## src/rtl/input_conditioner.sv

```systemverilog
`default_nettype none
// +----------------------------------------------------------------------------+
// | Module      : input_conditioner                                            |
// | Description : Synchronizes and debounces raw keys/switches, turns key      |
// |               presses into single-cycle pulses and generates the clkBE     |
// |               battle-engine tick. Define KEY_ONEHOT_EN to keep only the    |
// |               lowest-index key pulse when several coincide.                |
// | Revision    : 1.0 - initial release                                        |
// +----------------------------------------------------------------------------+
module input_conditioner #(
  parameter int DEBOUNCE_CYCLES = 4,
  parameter int TICK_DIV        = 8,
  parameter int KEY_ACTIVE_LOW  = 1
) (
  input  logic       clk,
  input  logic       reset,
  input  logic [3:0] KEY,
  input  logic [3:0] SW,
  output logic       key0,
  output logic       key1,
  output logic       key2,
  output logic       key3,
  output logic       sw0,
  output logic       sw1,
  output logic       sw2,
  output logic       sw3,
  output logic       clkBE
);

  localparam int              DB_W     = $clog2(DEBOUNCE_CYCLES);
  localparam int              TK_W     = $clog2(TICK_DIV);
  localparam logic [DB_W-1:0] DB_LAST  = DB_W'(DEBOUNCE_CYCLES - 1);
  localparam logic [TK_W-1:0] TK_LAST  = TK_W'(TICK_DIV - 1);
  localparam logic            KEY_IDLE = (KEY_ACTIVE_LOW != 0);
  localparam logic [7:0]      SYNC_RST = {4'b0000, {4{KEY_IDLE}}};

  logic [7:0]      r_sync1;
  logic [7:0]      r_sync2;
  logic [7:0]      w_norm;
  logic [7:0]      w_stable;
  logic [3:0]      r_key_prev;
  logic [3:0]      r_key_pulse;
  logic [3:0]      w_rise;
  logic [3:0]      w_pulse_next;
  logic [TK_W-1:0] r_tick_cnt;

  // Bits [3:0] are keys, [7:4] are switches; key flops idle at the released level.
  always_ff @(posedge clk) begin
    if (reset) begin
      r_sync1 <= SYNC_RST;
      r_sync2 <= SYNC_RST;
    end else begin
      r_sync1 <= {SW, KEY};
      r_sync2 <= r_sync1;
    end
  end

  assign w_norm = {r_sync2[7:4], r_sync2[3:0] ^ {4{KEY_IDLE}}};

  for (genvar i = 0; i < 8; i++) begin : g_debounce
    logic [DB_W-1:0] r_cnt;
    logic            r_stable;

    always_ff @(posedge clk) begin
      if (reset) begin
        r_cnt    <= '0;
        r_stable <= 1'b0;
      end else if (w_norm[i] == r_stable) begin
        r_cnt <= '0;
      end else if (r_cnt == DB_LAST) begin
        r_stable <= w_norm[i];
        r_cnt    <= '0;
      end else begin
        r_cnt <= r_cnt + DB_W'(1);
      end
    end

    assign w_stable[i] = r_stable;
  end

  assign w_rise = w_stable[3:0] & ~r_key_prev;

`ifdef KEY_ONEHOT_EN
  // Isolate the lowest set bit; coincident higher-index presses are dropped.
  assign w_pulse_next = w_rise & (~w_rise + 4'd1);
`else
  assign w_pulse_next = w_rise;
`endif

  always_ff @(posedge clk) begin
    if (reset) begin
      r_key_prev  <= 4'b0000;
      r_key_pulse <= 4'b0000;
    end else begin
      r_key_prev  <= w_stable[3:0];
      r_key_pulse <= w_pulse_next;
    end
  end

  always_ff @(posedge clk) begin
    if (reset) begin
      r_tick_cnt <= '0;
    end else if (r_tick_cnt == TK_LAST) begin
      r_tick_cnt <= '0;
    end else begin
      r_tick_cnt <= r_tick_cnt + TK_W'(1);
    end
  end

  assign clkBE = (r_tick_cnt == TK_LAST);

  assign key0 = r_key_pulse[0];
  assign key1 = r_key_pulse[1];
  assign key2 = r_key_pulse[2];
  assign key3 = r_key_pulse[3];
  assign sw0  = w_stable[4];
  assign sw1  = w_stable[5];
  assign sw2  = w_stable[6];
  assign sw3  = w_stable[7];

endmodule
`default_nettype wire

```

## config.mk

```make
export PLATFORM = sky130hd
export DESIGN_NAME = input_conditioner
export DESIGN_NICKNAME = d
export VERILOG_FILES = /design/src/rtl/input_conditioner.sv
export SDC_FILE = /design/constraint.sdc
export NUM_CORES = 1
export LEC_CHECK = 0
export BUFFER_PORTS_ARGS = -buffer_cell sky130_fd_sc_hd__buf_4
export CORE_MARGIN = 5
export CORE_UTILIZATION = 55
export DETAILED_ROUTE_END_ITERATION = 12
export HOLD_SLACK_MARGIN = 0.12
export PLACE_DENSITY_LB_ADDON = 0.12
export SYNTH_ARGS = -nofsm -noshare
export SYNTH_HDL_FRONTEND = slang
export SYNTH_SLANG_ARGS = --single-unit
```

## constraint.sdc

```tcl
create_clock -name clk -period 1.1 [get_ports clk]
set_input_delay 0.33 -clock clk [delete_from_list [all_inputs] [get_ports clk]]
set_output_delay 0.33 -clock clk [all_outputs]
set_load 0.01 [all_outputs]
```

# == Yosys cells after proc, flatten, opt, wreduce, memory -nomap -nowiden ==
# Cells that the tools add are included.
# totals
word_cells,75
out_inout_bits,9
in_bits,10
reg_bits,51
# op_classes
n_reduce_logical,17
add_sub_neg,9
eq_ne,17
bitwise_logic,11
# ops
operator,n
$reduce_or A3 Y1,8
$add A2 B1 Y2 const B,8
$eq A2 B2 Y1 const B,8
$reduce_and A2 Y1,8
$eq A1 B1 Y1,8
$not A1 Y1,8
$not A4 Y4,2
$and A4 B4 Y4,1
$add A3 B1 Y3 const B,1
$eq A3 B3 Y1 const B,1
$reduce_or A2 Y1,1

# == Logic depth before layout (Yosys ltp) ==
# logic_depth
word_depth,4
mapped_depth,3
mapped_depth_nobuf,3

# == Least setup slack after synthesis ==
# Ideal clock, no wire load.
# synth_path
kind,flip-flop to output port
start,register r_tick_cnt[0]
end,output port clkBE
n_path_buf,0
setup_slack_ns,0.061
stages_incl_launch_ff,3
t_arrival_ns,0.709
path_cell_list,dfxtp_1 > ha_1 > ha_1
# synth_between
elab_chain_cells,1
# synth_rtl
element,line_no,rtl
"start, declared",45,logic [TK_W-1:0] r_tick_cnt;
"start signal, assigned",106,r_tick_cnt <= r_tick_cnt + TK_W'(1);
$eq A3 B3 Y1,110,assign clkBE = (r_tick_cnt == TK_LAST);
"end, declared",27,output logic clkBE
# No other way between the ends.

# == Worst setup path after layout ==
# Ends and elaborated chain as after synthesis.

==> flow_metrics.py <==
metrics = {
    "floorplanning": {
        "die_w_um": 65.9,
        "coreArea_um2": 3030,
        "rows": 20,
        "initial_core_util": 0.568,
        "ios": 19,
        "dieArea_um2": 4340,
        "die_h_um": 65.9,
    },
    "cts": {
        "numCtsBuffers": 5,
        "clock_sinks": 51,
        "cts_tree": "done",
        "insertion_delay_ns": 0.34,
        "clk_path_buf_depth": 2,
        "cts_root_buf": "clkbuf_4",
        "cts_hold_buf": 0,
        "htree_num_levels": 2,
        "cts.clk_slew.worst_paths_ns": 0.13,
    },
    "detailed_routing": {
        "postRouteAntennaNets": 0,
        "num_vias": 996,
        "via_per_inst": 4.86,
        "wl_per_cell_um": 11.9,
        "drtIter0Drc": 48,
        "firstDrtPassIters": 2,
        "drt_wl_total_um": 2440,
        "drc": 0,
    },
    "synthesis": {
        "synthTopCellsByArea": "dfxtp_1 59%, ha_1 7.3%, nor4b_2 7.0%",
        "synth_cell_type_count": 16,
        "yosys_warnings": 0,
        "ys_seq_elements": 51,
        "synth_nets": 153,
        "postSynthAreaPerCell_um2": 12.9,
        "synth_area_um2": 1720,
        "yosysTopAreaCell": "dfxtp_1",
        "netlist.area_leader.share": 0.594,
        "seq_area_frac_synth": 0.594,
        "netlist_instances": 133,
    },
    "power": {
        "switching_share": 0.208,
        "p_int_mw": 2.27,
        "p_comb_frac": 0.047,
        "power_density_nw_per_um2": 1390,
        "pwr-share-seq": 0.669,
        "clockPowerShare": 0.283,
        "irDropWorstVdd_mv": 1.03,
        "p_leak_nw": 0.826,
        "p_sw_mw": 0.596,
    },
    "finish": {
        "fin_area_um2": 2060,
        "diodes": 0,
        "syn_to_final_growth_pct": 19.7,
        "finalNetCount": 181,
        "final_cells": 205,
        "utilization": 0.680,
        "drive_gt1_frac": 0.373,
    },
    "timing": {
        "relSlewSlack": 0.748,
        "min_period_over_period": 1.32,
        "fin_crit_ns": 1.46,
        "max_freq_ghz": 0.687,
        "worstMarginPinSlew_ns": 0.377,
        "finalWorstSetupSlack_ns": -0.356,
        "setup_viol": 9,
        "slew_viol_final": 0,
        "rsz0062_at_grt": "yes",
        "hold_violations": 0,
        "clock_skew_ns": 0.00814,
    },
    "setup_path": {
        "worstSetupPathType": "reg2out",
        "slowest_delay_ns": 0.36,
        "critical_path_required_ns": 0.77,
        "start_kind": "flip-flop",
        "slowest_stage": "dfxtp_2",
        "path_cells": "ha_4 -> ha_4 -> buf_6",
        "cp_num_buf_inv": 1,
        "crit_path_frequent_cell": "ha_4",
        "critPathArrivalTime_ns": 1.13,
        "crit_family": "flip-flops",
        "cp-end-kind": "output port",
        "crit_fanout": 2,
    },
    "job": {
        "cap_violations": 0,
    },
    "run_status": {
        "violations": "setup timing",
        "status": "finished with violations",
    },
    "global_routing": {
        "first_global_vias": 1062,
        "grt_usage": 0.138,
        "grt_overflow_total": 0,
        "grt_pass1_wl_um": 4480,
        "antenna_found_initial": 0,
        "grt_max_degree": 36,
    },
    "place": {
        "dp_hpwl_um": 1650,
        "portBuffers": 18,
        "placed_area_um2": 1890,
        "gp_congestion": 0.630,
        "dp.cells": 193,
    },
    "min_path": {
        "hp-class": "in2reg",
    },
}
[cell type report]
type                    instances  area (um^2)
flip-flops and latches         51         1030
fillers                       233          970
clock inverters                 1         5.00
clock buffers                   6         51.3
repair buffers                 26          241
multi-input cells              77          672
well taps                      44         55.1
[cells by family after synthesis]
group,count (synthesis),synth area share
compound gates,4,0.0175
xor+xnor,8,0.0408
fa+ha+maj,10,0.0728
buf+inv,5,0.0327
flops,51,0.594
mux,4,0.0233
simple gates,51,0.219
[final timing paths]
| check | slack, ns | end | cells past startpoint | from |
|---|---|---|---|---|
| hold reg to reg | 0.38 | r_key_pulse[2] | 1 | r_key_prev[2] |
| setup reg to reg | 0.06 | r_tick_cnt[1] | 4 | r_tick_cnt[0] |
| setup / recovery | -0.36 | clkBE | 3 | r_tick_cnt[0] |
| hold / removal | 0.16 | r_sync1[1] | 2 | KEY[1] |
[power groups by stage]
stage	clock (mW)	sequential, mW	combinational [mW]
finish	0.812	1.92	0.135
global route	0.916	1.93	0.151
CTS	0.856	1.92	0.133
detailed placement	0	1.95	0.123
global placement	0	1.95	0.115
floorplan	0	1.95	0.0918
[timing repair]
item,in CTS,in global routing
gates cloned,0,0
setup endpoints to repair,10,10
pin swaps,2,3
setup buffers,5,1
gates resized for setup,20,4
[cell usage after synthesis (all sizes together)]
master  count
nor2b      16
mux2i       4
nor3        1
nor4b       8
xnor2       4
ha         10
nor3b       2
dfxtp      51
xor2        4
nor4        8
or2         8
nor2        8
buf         5
a211oi      4
[metal layers]
metal	track usage	routed length, um	share of wire	up-vias
met5	0	0	0	-
met4	0.0777	50	0.021	0
met3	0.0425	114	0.047	4
met2	0.253	1310	0.54	19
met1	0.135	966	0.40	460
li1	-	-	-	513
[state kept, by name (all words and copies together), names as in the netlist]
name / flops
g_debounce.r_stable: 4
sw1: 1
r_sync1: 8
r_sync2: 8
sw3: 1
r_tick_cnt: 3
r_key_prev: 4
sw0: 1
r_key_pulse: 4
g_debounce.r_cnt: 16
sw2: 1
[per-stage QoR]
step	setup TNS (ns)	hold WS, ns	setup WS, ns	power [mW]
2_1_floorplan	0	0.367	0.0611	2.04
3_3_place_gp	-0.0345	0.372	-0.0345	2.07
3_5_place_dp	-0.0815	0.376	-0.0529	2.08
4_1_cts	-0.769	0.132	-0.377	2.91
5_1_grt	-0.945	0.131	-0.406	2.99
6_report	-0.537	0.160	-0.356	2.87
[worst reg2reg max path, cell delays in order (launching register included)]
cell and delay (ns):
dfxtp_2 0.36, ha_4 0.16, ha_4 0.15, buf_4 0.14, nor3b_1 0.16
[layout by cell type, fill, tap and decap left out, types with 7 or more instances in the layout]
master | Yosys | routed
nor2_1 | 8 | 8
buf_6 | 5 | 9
nor2b_1 | 16 | 16
buf_4 | 0 | 16
nor4b_2 | 8 | 8
dfxtp_1 | 51 | 41
nor4_1 | 7 | 7
dfxtp_2 | 0 | 10
ha_1 | 10 | 8
No activity file was read; power rests on OpenSTA's default activity.
